## config.mk

```make
export PLATFORM = sky130hd
export DESIGN_NAME = mux4_1_rr_collector
export DESIGN_NICKNAME = d
export VERILOG_FILES = /design/src/rtl/mux4_1_rr_collector.sv
export SDC_FILE = /design/constraint.sdc
export NUM_CORES = 1
export LEC_CHECK = 0
export CAP_MARGIN = 5
export CORE_ASPECT_RATIO = 1.1
export CORE_UTILIZATION = 30
export CTS_BUF_LIST = sky130_fd_sc_hd__clkbuf_16
export DETAILED_ROUTE_END_ITERATION = 8
export PLACE_DENSITY = 0.67
export SLEW_MARGIN = 20
export SYNTH_ARGS = -nofsm -noshare
export SYNTH_HDL_FRONTEND = slang
export SYNTH_SLANG_ARGS = --single-unit
```

## constraint.sdc

```tcl
create_clock -name clk -period 3.9 [get_ports clk]
set_clock_uncertainty 0.15 [all_clocks]
set_input_delay 0.975 -clock clk [delete_from_list [all_inputs] [get_ports clk]]
set_output_delay 0.975 -clock clk [all_outputs]
set_load 0.05 [all_outputs]
```

## src/rtl/mux4_1_rr_collector.sv

```systemverilog
// 4:1 valid/ready stream collector with round-robin arbitration and one registered output stage.
// Define MUX4_FIXED_PRIO_EN for fixed priority (lane1 highest) with no rr pointer.
module mux4_1_rr_collector #(
  parameter int unsigned WIDTH = 8
) (
  input  logic               clk,
  input  logic               rst_n,
  input  logic [4:1]         in_valid,
  input  logic [4*WIDTH-1:0] in_data,
  output logic [4:1]         in_ready,
  output logic               out_valid,
  output logic [WIDTH-1:0]   out_data,
  output logic [2:1]         out_sel,
  input  logic               out_ready
);

  typedef enum logic {
    EMPTY = 1'b0,
    FULL  = 1'b1
  } state_t;

  state_t           state, state_n;
  logic             load_en;
  logic             accept;
  logic [3:0]       valid_v;
  logic [3:0]       grant;
  logic [1:0]       start;
  logic [1:0]       idx;
  logic [1:0]       gidx;
  logic [WIDTH-1:0] gdata;

  assign valid_v   = in_valid;
  assign out_valid = (state == FULL);
  assign load_en   = ~out_valid | out_ready;

  // Search begins at start and wraps; the 2-bit add gives the 4->1 wrap for free.
  always_comb begin
    grant = '0;
    gidx  = '0;
    idx   = '0;
    for (int unsigned i = 0; i < 4; i++) begin
      idx = start + 2'(i);
      if ((grant == '0) && valid_v[idx]) begin
        grant[idx] = 1'b1;
        gidx       = idx;
      end
    end
  end

  always_comb begin
    gdata = '0;
    for (int unsigned i = 0; i < 4; i++) begin
      if (grant[i]) gdata = in_data[i*WIDTH +: WIDTH];
    end
  end

  // Gated by rst_n so nothing is accepted while reset is held.
  assign in_ready = rst_n ? (grant & {4{load_en}}) : '0;
  assign accept   = |in_ready;

`ifdef MUX4_FIXED_PRIO_EN
  assign start = '0;
`else
  logic [1:0] ptr;

  always_ff @(posedge clk or negedge rst_n) begin
    if (!rst_n)      ptr <= '0;
    else if (accept) ptr <= gidx + 2'd1;
  end

  assign start = ptr;
`endif

  always_ff @(posedge clk or negedge rst_n) begin
    if (!rst_n) state <= EMPTY;
    else        state <= state_n;
  end

  always_comb begin
    state_n = state;
    case (state)
      EMPTY:   if (accept) state_n = FULL;
      FULL:    if (out_ready && !accept) state_n = EMPTY;
      default: state_n = EMPTY;
    endcase
  end

  always_ff @(posedge clk or negedge rst_n) begin
    if (!rst_n) begin
      out_data <= '0;
      out_sel  <= '0;
    end else if (accept) begin
      out_data <= gdata;
      out_sel  <= gidx;
    end
  end

endmodule

```

==> run metrics <==
final WL 4.21 mm; Worst R2R End out_data[6]; CTS tree built; Seq/Total Area, Yosys 25.8%; CP Max Fanout 8; Top Ports 54; Synth Net Count 188; mux share of post-synthesis cell area 9.13%; die area 0.00447 mm^2; Critical Path End Type output port; Avg Vias per Cell 5.57; initial antenna violation count 0; post-synthesis xor/xnor area fraction 0.694%; Final Hold Viols 0; Post-synth top cells nand2_1, a21oi_1, dfrtp_1; worst path bufs/invs 2; clock transition at the registers of the reported paths 40 ps; CTS max path bufs 2; final setup margin 32.7 ps; CP required 2770 ps; Post-synth EDFFs 0; HPWL Detailed 3.37 mm; core area 0.00399 mm^2; Compound-Gate Fraction of Synth Area 34.9%; first-pass iteration count of the detailed router 4; ys flop type dfrtp_1; Iter 0 DRT Violations 69; final net count 266; register area 325 um^2; Total GRT Usage 19.3%; critical path arrival 2740 ps; area of the multi-input gates 951 um^2; fill count 382; cells along the critical path buf_8, mux4_2, a32o_2, nor3_4, nand4_1, a21oi_4, buf_12; endpoints failing setup 0; Netlist cell types 41; hold depth 2; hold endpoint out_sel[2]; max_slew headroom 59.0%; largest net degree at the start of global routing 14; final worst path period share 99.2%; RSZ-0062 raised after global routing yes; Avg Inst Size Synth 8.94 um^2; min Tclk post-route 3870 ps; reg2reg setup slack 660 ps; met2 WL post-DR 2.26 mm; Seq cells post-synth 13; number of global-route vias before repair 1,487; design area 0.00221 mm^2; Syn Std Cell Area 0.00126 mm^2; number of port buffers 53; f_max 259 MHz; simple-gate share of the synthesized area 17.1%; CTS buffer count 3; largest family of logic cells by synthesized area compound AO/OA/AOI/OAI gates; worst setup path class primary input to output port; Reg-to-Reg Start ptr[0]; Starting Density 31.6%; CP top delay family multiplexers; Post-Synth Adder-Cell Area 7.94%; first-pass GRT wire length 6.88 mm; # DRC 0; reg2reg path depth 11; Die Width 63.8 um; Post-DP Area 0.00207 mm^2; status complete, no violations; worst hold-check path type flip-flop to flip-flop; top cell type's share of synthesized area 25.8%; maxcap violations 0; CTS H-tree depth 1; drt wl/cell 15.6 um; uppermost routed layer met4; largest area contributor in the netlist dfrtp_1; Placement Setup Slack -408 ps; most numerous cell in the Yosys netlist nand2_1; GPL Wtd Cong 0.887; Num Clock Sinks 13; Die Y-Extent 70.0 um; post-layout util 55.4%; Detail Route Antenna Nets 0; warnings from Yosys 0; Syn-to-layout area delta 75.5%; grt ovf 0; hold buffers post-CTS 0; WHS 330 ps; met1 WL 1.62 mm; crit path max-delay cell type mux4_2; clock root cell clkbuf_16; row cnt 24; largest cells by area after synthesis dfrtp_1, ha_1, a21oi_1; max incr delay on CP 600 ps; max-slew violation count 0; Syn Inst Count 141; startpoint types primary input; asr flop ratio synth 100%; clock latency reported for the late side of the worst-skew pair 240 ps; Hold Crit Start out_sel[2]; fraction of layout cells with a size suffix above 1 28.4%; worst slew pin tran 613 ps; vias 1,503; antenna cell count 0; routed wl met3 255 um
## layout by cell type (no fill, tap or decap), types with 2 or more instances in the layout
| cell type | count |
|---|---|
| clkdlybuf4s50_1 | 45 |
| buf_4 | 26 |
| nand2_1 | 19 |
| dfrtp_1 | 13 |
| a21oi_1 | 12 |
| nor2_1 | 12 |
| a22oi_1 | 9 |
| a221oi_1 | 8 |
| ha_1 | 7 |
| inv_1 | 5 |
| mux4_2 | 4 |
| a21oi_2 | 4 |
| o21ai_0 | 4 |
| buf_12 | 4 |
| nand3_1 | 3 |
| clkbuf_16 | 3 |
| buf_6 | 3 |
| a32o_2 | 2 |
| and3_1 | 2 |
| a221oi_4 | 2 |
| o21a_1 | 2 |
| nand4_1 | 2 |
| a21oi_4 | 2 |
| a31o_2 | 2 |
| a31oi_1 | 2 |
## sequential cells by signal, indices dropped and copies added (netlist names)
signal and count:
out_valid 1, out_sel 2, out_data 8, ptr 2
## cell type report
type                       instances  share of cell area (%)
clock buffer                       3                    3.39
clock inverter                     1                   0.170
inverter                           5                   0.848
multi-input combinational        117                    43.0
sequential                        13                    14.7
tap                               52                    2.94
timing repair buffer              79                    35.0
## per-layer routing
metal,track usage (%),vias to the layer above
li1,-,702
met1,21.5,734
met2,35.1,59
met3,3.27,8
met4,8.84,0
met5,0,-
## stage by stage
stage | instances | TNS [ps]
after floorplan | 141 | -87.0
after global routing | 270 | -25.1
after detailed placement | 263 | -1680
final | 270 | 0
after global placement | 263 | -1340
after CTS | 267 | 0
## kinds of logic after synthesis
group                    count (synthesis)
AO/OA/AOI/OAI                           57
XOR/XNOR                                 1
multiplexers                             6
AND/OR/NAND/NOR                         45
flip-flops                              13
adder cells (fa/ha/maj)                  8
buffers and inverters                   11
## worst max-delay path by stage
stage | start | to | cells past startpoint
global route | in_valid[4] | in_ready[2] | 7
finish | in_valid[4] | in_ready[2] | 7
detailed placement | in_valid[3] | in_ready[1] | 8
floorplan | ptr[0] | in_ready[4] | 9
CTS | in_valid[2] | in_ready[2] | 8
global placement | in_valid[3] | in_ready[4] | 8
## worst reg2reg max path: stages, from the launching register on
cell      delay, ps
dfrtp_1         370
buf_4           180
ha_1            300
or4_4           580
a21boi_2        220
nand2_1         110
o2111a_2        290
nand3_1         130
buf_4           120
nand2_1         170
a221oi_1        370
a21oi_1         100
## timing repair
action                                 CTS  global route
gates resized for setup                 23            13
pin swaps                                6             5
setup buffers                            0             3
setup endpoints to repair                4             4
endpoints found under the hold margin    0             0
gates cloned                             0             0
Power is not shown: default switching activity piles up to over one toggle a cycle in this logic, so the estimate is an artifact.
